**src/rtl/alu_arbiter.sv**
```systemverilog
// alu_arbiter: two-requester arbiter/sequencer sharing one combinational ALU over valid/ready channels.
// Optional ALU_ARB_OPCHECK_EN: op 000 is answered directly with rsp_err=1 and result 0, skipping EXEC.
module alu_arbiter #(
  parameter int RR_EN_PARAM = 1,
  parameter int CNT_W = 16
) (
  input  logic             clk,
  input  logic             rst_n,
  input  logic             req0_valid,
  output logic             req0_ready,
  input  logic [31:0]      req0_a,
  input  logic [31:0]      req0_b,
  input  logic [2:0]       req0_op,
  input  logic             req1_valid,
  output logic             req1_ready,
  input  logic [31:0]      req1_a,
  input  logic [31:0]      req1_b,
  input  logic [2:0]       req1_op,
  output logic             rsp0_valid,
  input  logic             rsp0_ready,
  output logic             rsp1_valid,
  input  logic             rsp1_ready,
  output logic [31:0]      rsp_result,
  output logic             rsp_err,
  output logic [31:0]      alu_dr1,
  output logic [31:0]      alu_dr2,
  output logic [2:0]       alu_ctrl,
  input  logic [31:0]      alu_result,
  output logic             busy,
  output logic [CNT_W-1:0] ops_done
);
  typedef enum logic [1:0] {IDLE, EXEC, RESP} state_t;
  state_t state, state_nx;
  logic last_grant, gid, win, acc, rsp_done, zero_op;
  // win selects requester 1; on a tie round-robin favours whoever was not granted last
  always_comb begin
    win = req0_valid ? (req1_valid && RR_EN_PARAM != 0 && !last_grant) : 1'b1;
    req0_ready = state == IDLE && req0_valid && !win;
    req1_ready = state == IDLE && req1_valid && win;
    acc = req0_ready || req1_ready;
    rsp0_valid = state == RESP && !gid;
    rsp1_valid = state == RESP && gid;
    rsp_done = gid ? rsp1_valid && rsp1_ready : rsp0_valid && rsp0_ready;
    busy = state != IDLE;
    state_nx = state;
    state_nx = state == IDLE ? (acc ? (zero_op ? RESP : EXEC) : IDLE) :
               state == EXEC ? RESP : (rsp_done ? IDLE : RESP);
  end
`ifdef ALU_ARB_OPCHECK_EN
  assign zero_op = (win ? req1_op : req0_op) == 3'b000;
  always_ff @(posedge clk or negedge rst_n)
    if (!rst_n) rsp_err <= 1'b0;
    else if (state == EXEC) rsp_err <= 1'b0;
    else if (acc && zero_op) rsp_err <= 1'b1;
`else
  assign zero_op = 1'b0;
  assign rsp_err = 1'b0;
`endif
  always_ff @(posedge clk or negedge rst_n)
    if (!rst_n) begin
      state <= IDLE;
      last_grant <= 1'b1;
      gid <= 1'b0;
      alu_dr1 <= '0;
      alu_dr2 <= '0;
      alu_ctrl <= 3'b000;
      rsp_result <= '0;
      ops_done <= '0;
    end else begin
      state <= state_nx;
      if (acc) begin
        alu_dr1 <= win ? req1_a : req0_a;
        alu_dr2 <= win ? req1_b : req0_b;
        alu_ctrl <= win ? req1_op : req0_op;
        gid <= win;
        last_grant <= win;
      end
      if (state == EXEC) rsp_result <= alu_result;
      else if (acc && zero_op) rsp_result <= '0;
      if (rsp_done) ops_done <= ops_done + CNT_W'(1);
    end
endmodule

```
**config.mk**
```make
export PLATFORM = sky130hd
export DESIGN_NAME = alu_arbiter
export DESIGN_NICKNAME = d
export VERILOG_FILES = /design/src/rtl/alu_arbiter.sv
export SDC_FILE = /design/constraint.sdc
export NUM_CORES = 1
export LEC_CHECK = 0
export CAP_MARGIN = 30
export CELL_PAD_IN_SITES_DETAIL_PLACEMENT = 2
export CELL_PAD_IN_SITES_GLOBAL_PLACEMENT = 2
export CORE_MARGIN = 4
export CORE_UTILIZATION = 28
export DETAILED_ROUTE_END_ITERATION = 10
export DONT_BUFFER_PORTS = 1
export GPL_TIMING_DRIVEN = 1
export PLACE_DENSITY_LB_ADDON = 0.1
export SYNTH_ARGS = -nofsm -noshare
export SYNTH_HDL_FRONTEND = slang
export SYNTH_SLANG_ARGS = --single-unit
```
**constraint.sdc**
```tcl
create_clock -name clk -period 2.8 [get_ports clk]
set_clock_uncertainty 0.15 [all_clocks]
set_input_delay 0 -clock clk [delete_from_list [all_inputs] [get_ports clk]]
set_output_delay 0 -clock clk [all_outputs]
set_load 0.1 [all_outputs]
```
==> summary.txt, run 1 <==
Synthesis
  • Cell types occupying the most area after synthesis: dfrtp_1 (56%), mux2i_1 (13%), mux2_1 (6.6%), a21oi_1 (6.5%), nor2_1 (5.3%)
  • Register bit total from synthesis: between 100 and 150
  • Summed instance area of the synthesized netlist: around 5300 um^2
  • Average cell area after synthesis: between 10 and 15 um^2
  • Post-Syn Instances: roughly 450
  • Count of distinct cell types in the synthesized netlist: 38
  • Synth async-reset ratio: 100%
  • Most repeated cell in the gate-level netlist after synthesis: dfrtp_1
  • Number of enable-type register cells in the synthesized netlist: 0
  • Total nets after synthesis: slightly above 600
  • Ys Warns: 0
  • Portion of the post-synthesis area used by sequential elements: 56.3%
  • Most instantiated cells after synthesis: dfrtp_1 (118), nor2_1 (75), a21oi_1 (69)
  • Area share of the largest cell type after synthesis: between 50 and 60%
  • Prevailing post-synth register cell: dfrtp_1
  • Dominant cell type by area after synthesis: dfrtp_1

Place
  • Placed cell area: 6100 um^2
  • Count of input and output buffers: 0
  • Routability congestion estimate from global placement: about 0.7
  • DP HPWL: 11900 um

CTS
  • Quantity of hold-fixing buffers added after cts: roughly 160
  • Root Driver: clkbuf_16
  • Buffer depth of the longest clock path: 2
  • Sink Count: about 120
  • Post-CTS setup repair buffer count: 0
  • Number of buffers created by CTS: 17
  • Number of levels in the clock H-tree: 4
  • Post_cts resized: 0

Floorplanning
  • Ports: roughly 300
  • Row Count: 49
  • Height of the die: ~150 um
  • Starting Density: between 20% and 30%
  • Die width: between 100 and 150 um

Run status
  • Stopping stage: clock tree synthesis (4_1_cts)
  • Run status: stopped before the end
  • Error that stopped the run: [ERROR RSZ-0060] Max buffer count reached.
## cell families after synthesis
| group | after synthesis | share of synthesized area, % |
|---|---|---|
| compound gates | 72 | 6.88 |
| xor+xnor | 15 | 2.48 |
| fa+ha+maj | 1 | 0.237 |
| buf+inv | 34 | 4.40 |
| flops | 119 | 56.3 |
| mux | 101 | 20.0 |
| other cells | 1 | 0.0709 |
| simple gates | 103 | 9.61 |
## stage by stage
step	hold WS, ns	utilization (%)	instances	setup slack, ns
detailed placement	-0.441	33.4	740	0.828
floorplan	-0.446	-	446	0.342
global placement	-0.442	33.4	740	0.986
==> run 2: changes to the inputs <==
==> config.mk (replaced) <==
export PLATFORM = sky130hd
export DESIGN_NAME = alu_arbiter
export DESIGN_NICKNAME = d
export VERILOG_FILES = /design/src/rtl/alu_arbiter.sv
export SDC_FILE = /design/constraint.sdc
export NUM_CORES = 1
export LEC_CHECK = 0
export CAP_MARGIN = 30
export CORE_MARGIN = 4
export CORE_UTILIZATION = 20
export DETAILED_ROUTE_END_ITERATION = 10
export DONT_BUFFER_PORTS = 1
export GPL_TIMING_DRIVEN = 1
export PLACE_DENSITY_LB_ADDON = 0.15
export SYNTH_ARGS = -nofsm -noshare
export SYNTH_HDL_FRONTEND = slang
export SYNTH_SLANG_ARGS = --single-unit
==> run 2 against run 1 <==
Effect of this change:
- the flow now finishes, with violations (negative hold slack)
- synthesized cell count unchanged
- synthesized area did not move
==> summary.txt, run 2 <==
CTS
  • CTS clock-pin slew for the worst setup and hold paths: around 0.060 ns
  • Post-CTS setup repair buffer count: 0 (unchanged)
  • Root Driver: clkbuf_16
  • Post_cts resized: 0 (unchanged)
  • Clk Latency, worst-skew pair: around 0.4 ns
  • Number of buffers created by CTS: 17 (unchanged)
  • Number of levels in the clock H-tree: 4 (unchanged)
  • Buffer depth of the longest clock path: 2 (unchanged)
  • CTS tree: built
  • Sink Count: 119 (unchanged)
  • Quantity of hold-fixing buffers added after cts: 172 (+11%)

Worst setup path
  • Data required time at the worst endpoint: 2.94 ns
  • Longest individual stage delay on the worst path: roughly 0.65 ns
  • Sort of element at the start of the critical path: flip-flop
  • CP max FO: 6
  • Count of buffering cells on the critical path with inverters included: 1
  • Register-to-Register Path Depth: 4
  • Critical Path Start: gid
  • Slowest-stage cell, CP: dlygate4sd3_1
  • Category of the most critical setup path: reg -> reg
  • Reg-to-reg endpoint: ops_done[1]
  • Kind of cell adding the most delay to the critical path: multiplexers
  • Kind of end point of the critical path: flip-flop
  • Cells along the critical path: mux2_4 -> dlygate4sd3_1 -> and2b_1 -> mux2_1
  • Slack of the worst reg-to-reg path: approximately 0.46 ns
  • R2r startpoint: gid
  • Endpoint arrival time on the critical path: between 2 and 2.5 ns

Routing
  • Routed length per placed instance: 15.3 um
  • Number of DRC violations after detailed-routing iteration 0: roughly 120
  • Met3 wire length: around 1400 um
  • Wire length on met2: 8100 um
  • DRT antenna net count: 0
  • Wl on met1: approximately 6300 um
  • Detailed-route wire length: approximately 16000 um
  • Top routing layer in use: met4
  • # DRC: 0
  • Total number of vias: between 4000 and 5000
  • Via density: about 4.0
  • First-pass iteration count of the detailed router: 4

Place
  • Routability congestion estimate from global placement: 0.739 (+3.6%)
  • DP HPWL: 10600 um (-10%)
  • Count of input and output buffers: 0 (unchanged)

Min path
  • Worst min path class: in -> async

Synthesis
  • Total nets after synthesis: 619 (unchanged)
  • Average cell area after synthesis: 11.9 um^2 (unchanged)
  • Prevailing post-synth register cell: dfrtp_1
  • Portion of the post-synthesis area used by sequential elements: 56.3% (unchanged)
  • Dominant cell type by area after synthesis: dfrtp_1
  • Most instantiated cells after synthesis: dfrtp_1 (118), nor2_1 (75), a21oi_1 (69)
  • Summed instance area of the synthesized netlist: 5290 um^2 (unchanged)
  • Cell types occupying the most area after synthesis: dfrtp_1 (56%), mux2i_1 (13%), mux2_1 (6.6%), a21oi_1 (6.5%), nor2_1 (5.3%)
  • Synth async-reset ratio: 100% (unchanged)
  • Count of distinct cell types in the synthesized netlist: 38 (unchanged)
  • Post-Syn Instances: 446 (unchanged)
  • Area share of the largest cell type after synthesis: 55.8% (unchanged)
  • Number of enable-type register cells in the synthesized netlist: 0 (unchanged)
  • Register bit total from synthesis: 119 (unchanged)
  • Ys Warns: 0 (unchanged)
  • Most repeated cell in the gate-level netlist after synthesis: dfrtp_1

Cells and area
  • # nets final: a little under 900
  • Fill cell instance count of the final layout: about 2600
  • Top library cells by usage in the layout, fill and taps aside: dlygate4sd3_1 (172), dfrtp_1 (118), buf_4 (89)
  • Area growth, synth to finish: 61.8%
  • Number of antenna diodes: 0
  • Registers with the most flip-flops: alu_dr1: 32 flops, alu_dr2: 32 flops, rsp_result: 32 flops
  • Ratio of cells with drive above 1 in the final layout: about a fifth
  • Most common library cell in the layout ignoring fill and taps: dlygate4sd3_1

STA
  • Unrepaired setup endpoints after global routing: no
  • Minimum hold slack: -0.871 ns
  • Post-Route Setup TNS: 0 ns
  • Transition time at the pin with the least slew margin: 0.916 ns
  • Final clock period utilization by the worst path: between 80% and 90%
  • Final hold viol count: 119
  • Highest clock frequency the design can meet: about 430 MHz
  • Headroom to the max-slew limit: 38.9%
  • Final setup fails: 0
  • Period minus WS final: 2.34 ns
  • Final slew viol count: 0

Floorplanning
  • Height of the die: 171 um (+17%)
  • Ports: 293 (unchanged)
  • Die Outline Area: approximately 29000 um^2
  • Starting Density: 20.3% (-8.7 points)
  • Row Count: 59 (+20%)
  • Die width: 171 um (+17%)
  • Total core area: 26100 um^2

Run status
  • Violated checks: negative hold slack
  • Run status: finished, violations left

Run
  • # Max-Cap Violations: 0

Global route
  • Largest net degree at the start of global routing: 120
  • Global-route wire length before repair: roughly 25000 um
  • Antenna violations before repair: 0
  • Overflow left after global routing: 0
  • Via count of the first global-routing pass: 4564
  • Global-route usage over all layers: around 11%
==> run 2: cell counts after synthesis <==
No cell type changed its count.
==> run 2: worst max path at each step <==
| stage | end | slack, ns | cells past startpoint |
|---|---|---|---|
| floorplan | gid | 0.34 | 4 |
| global placement | alu_dr2[27] | 0.92 | 5 |
| detailed placement | rsp_result[14] | 0.88 | 2 |
| CTS | ops_done[1] | 0.46 | 4 |
| global route | alu_dr1[12] | 0.37 | 5 |
| finish | ops_done[1] | 0.46 | 4 |
==> run 2: layer usage <==
layer / GRT usage (%) / vias to the layer above
met5: 0 / -
met4: 3.54 / 0
met3: 3.81 / 13
met2: 18.3 / 168
met1: 12.6 / 2022
li1: - / 2041
==> run 2: kinds of logic (layout without fill, tap and decap cells) <==
logic type      count (synthesis)  count (layout)  share of synthesized area [%]
flops                         119             119                           56.3
simple gates                  103             103                           9.61
mux                           101             101                           20.0
compound gates                 72              72                           6.88
buf+inv                        34             301                           4.40
xor+xnor                       15              15                           2.48
fa+ha+maj                       1               1                          0.237
other cells                     1               1                         0.0709
==> run 2: stage by stage <==
stage	instances	util, %	setup slack (ns)	instance area, um^2	hold WS, ns
floorplan	446	-	0.342	5290	-0.446
global placement	844	23.9	0.923	6230	-0.442
detailed placement	844	23.9	0.880	6230	-0.443
CTS	1048	32.8	0.461	8560	-0.893
global route	1048	32.8	0.370	8560	-0.906
finish	1048	32.8	0.463	8560	-0.871
==> run 2: layout make-up <==
class / instances / area [um^2] / share of cell area (%)
timing repair buffer: 263 / 2430 / 28.4
inverter: 6 / 22.5 / 0.263
sequential: 119 / 2980 / 34.8
clock inverter: 13 / 146 / 1.71
multi-input combinational: 293 / 2110 / 24.6
tap: 335 / 419 / 4.90
clock buffer: 19 / 453 / 5.29
Power of run 2 is not shown: default switching activity piles up to over one toggle a cycle in this logic, so the estimate is an artifact.
==> run 3: changes to the inputs <==
==> constraint.sdc (replaced) <==
create_clock -name clk -period 2 [get_ports clk]
set_clock_uncertainty 0.15 [all_clocks]
set_input_delay 0 -clock clk [delete_from_list [all_inputs] [get_ports clk]]
set_output_delay 0 -clock clk [all_outputs]
set_load 0.1 [all_outputs]
==> run 3 against run 2 <==
Effect of this change:
- the flow still finishes with violations (negative hold slack)
- count of clock-buffer cells in the layout rose by 1
- utilization increased by 1.5 points
- first-iteration DRC count up 13%
- global-route usage rose by 0.43 points
- critical endpoint is now ops_done[5]
==> summary.txt, run 3 (synthesis gave the netlist of run 2 again) <==
CTS
  • Root Driver: clkbuf_16
  • Clk Latency, worst-skew pair: 0.41 ns (about the same)
  • Buffer depth of the longest clock path: 2 (unchanged)
  • Number of levels in the clock H-tree: 4 (unchanged)
  • Post-CTS setup repair buffer count: 0 (unchanged)
  • CTS clock-pin slew for the worst setup and hold paths: 0.06 ns (about the same)
  • Sink Count: 119 (unchanged)
  • CTS tree: built
  • Number of buffers created by CTS: 17 (unchanged)
  • Quantity of hold-fixing buffers added after cts: 172 (unchanged)

Global route
  • Global-route wire length before repair: 25700 um (+4.3%)
  • Global-route usage over all layers: 11.1% (+0.43 points)
  • Overflow left after global routing: 0 (unchanged)
  • Antenna violations before repair: 0 (unchanged)
  • Largest net degree at the start of global routing: 120 (unchanged)
  • Via count of the first global-routing pass: 4983 (+9.2%)

Worst setup path
  • Register-to-Register Path Depth: 4 (unchanged)
  • Category of the most critical setup path: reg -> reg
  • Sort of element at the start of the critical path: flip-flop
  • Kind of end point of the critical path: flip-flop
  • CP max FO: 5 (-1)
  • Endpoint arrival time on the critical path: 2.02 ns (-0.45 ns)
  • Data required time at the worst endpoint: 2.14 ns (-0.80 ns)

STA
  • Final hold viol count: 119 (unchanged)
  • Final setup fails: 0 (unchanged)
  • Period minus WS final: 1.88 ns (-0.461 ns)
  • Minimum hold slack: -0.872 ns (-0.00157 ns)
  • Final slew viol count: 0 (unchanged)
  • Unrepaired setup endpoints after global routing: no
  • Highest clock frequency the design can meet: 533 MHz (+25%)
  • Final clock period utilization by the worst path: 93.8% (+10 points)

Routing
  • Routed length per placed instance: 15.2 um (-0.78%)
  • # DRC: 0 (unchanged)
  • Wire length on met2: 8750 um (+8.1%)
  • Top routing layer in use: met4
  • Total number of vias: 4454 (+4.9%)
  • Via density: 4.11 (+1.4%)
  • Met3 wire length: 1220 um (-13%)
  • First-pass iteration count of the detailed router: 4 (unchanged)
  • Wl on met1: 6280 um (-0.38%)
  • Detailed-route wire length: 16500 um (+2.7%)
  • DRT antenna net count: 0 (unchanged)
  • Number of DRC violations after detailed-routing iteration 0: 132 (+13%)

Floorplanning
  • Height of the die: 171 um (unchanged)
  • Ports: 293 (unchanged)
  • Row Count: 59 (unchanged)
  • Die width: 171 um (unchanged)
  • Total core area: 26100 um^2 (unchanged)
  • Starting Density: 20.3% (unchanged)
  • Die Outline Area: 29100 um^2 (unchanged)

Min path
  • Worst min path class: in -> async

Cells and area
  • Area growth, synth to finish: 69.0%
  • Final std cells w/o fill: 1085 (+3.5%)
  • Ratio of cells with drive above 1 in the final layout: 25.9% (+5.5 points)
  • # nets final: 910 (+4.2%)
  • Most common library cell in the layout ignoring fill and taps: dlygate4sd3_1
  • Share of the core filled with cells in the final layout: 34.3% (+1.5 points)
  • Number of antenna diodes: 0 (unchanged)
  • Top library cells by usage in the layout, fill and taps aside: dlygate4sd3_1 (172), buf_4 (121), dfrtp_1 (105)
  • Registers with the most flip-flops: alu_dr1: 32 flops, alu_dr2: 32 flops, rsp_result: 32 flops

Run status
  • Violated checks: negative hold slack
  • Run status: finished, violations left

Place
  • Number of cells in the design after placement: 880 (+4.3%)
  • DP HPWL: 10500 um (-0.78%)
  • Routability congestion estimate from global placement: 0.719 (-2.7%)
  • Count of input and output buffers: 0 (unchanged)

Run
  • # Max-Cap Violations: 0 (unchanged)
-- run 3: cell count changes in the layout (fill, tap and decap cells not counted), sizes merged --
cell    before  now
buf         91  127
bufbuf       0    1
bufinv       2    3
clkbuf      19   20
inv          8    6
-- run 3: worst max-delay path, cell delays in order (launching register included) --
cell	delay, ns
dfrtp_1	0.45
and4b_2	0.38
nand3_1	0.09
dlygate4sd3_1	0.58
xnor2_1	0.12
-- run 3: final cells by class --
type                       count  area (um^2)
fill                        2535        17100
sequential                   119         3000
timing repair buffer         300         2790
multi-input combinational    293         2120
clock buffer                  20          437
tap                          335          419
clock inverter                12          154
inverter                       6         26.3
-- run 3: layer usage --
layer  up-vias  track usage [%]
met5         -                0
met3        19             3.65
met2       188             20.6
met4         0             3.54
met1      2125             12.0
li1       2122                -
-- run 3: worst paths after layout --
check | startpoint | to | slack (ns)
worst min-delay path | rst_n | rsp_result[24] | -0.87
min in group clk | req1_valid | gid | 0.04
max in group asynchronous | rst_n | last_grant | 2.36
worst max-delay path | state[0] | ops_done[5] | 0.12
worst min register to register | ops_done[15] | ops_done[15] | 0.32
worst max register to register | state[0] | ops_done[5] | 0.12
-- run 3: through the flow --
step / TNS (ns) / setup slack [ns] / hold WS (ns) / instance area [um^2]
4_1_cts: 0 / 0.0757 / -0.900 / 8940
2_1_floorplan: -0.105 / -0.105 / -0.446 / 5320
3_5_place_dp: 0 / 0.127 / -0.442 / 6590
3_3_place_gp: 0 / 0.173 / -0.442 / 6590
6_report: 0 / 0.124 / -0.872 / 8940
5_1_grt: 0 / 0.0265 / -0.915 / 8940
-- run 3: what timing repair did --
item / in CTS / in global routing
cloned: 1 / 0
endpoints found under the hold margin: 228 / 119
gates resized for setup: 1 / 1
endpoints found under the setup margin: 1 / 1
Power of run 3 is left out for the same reason.
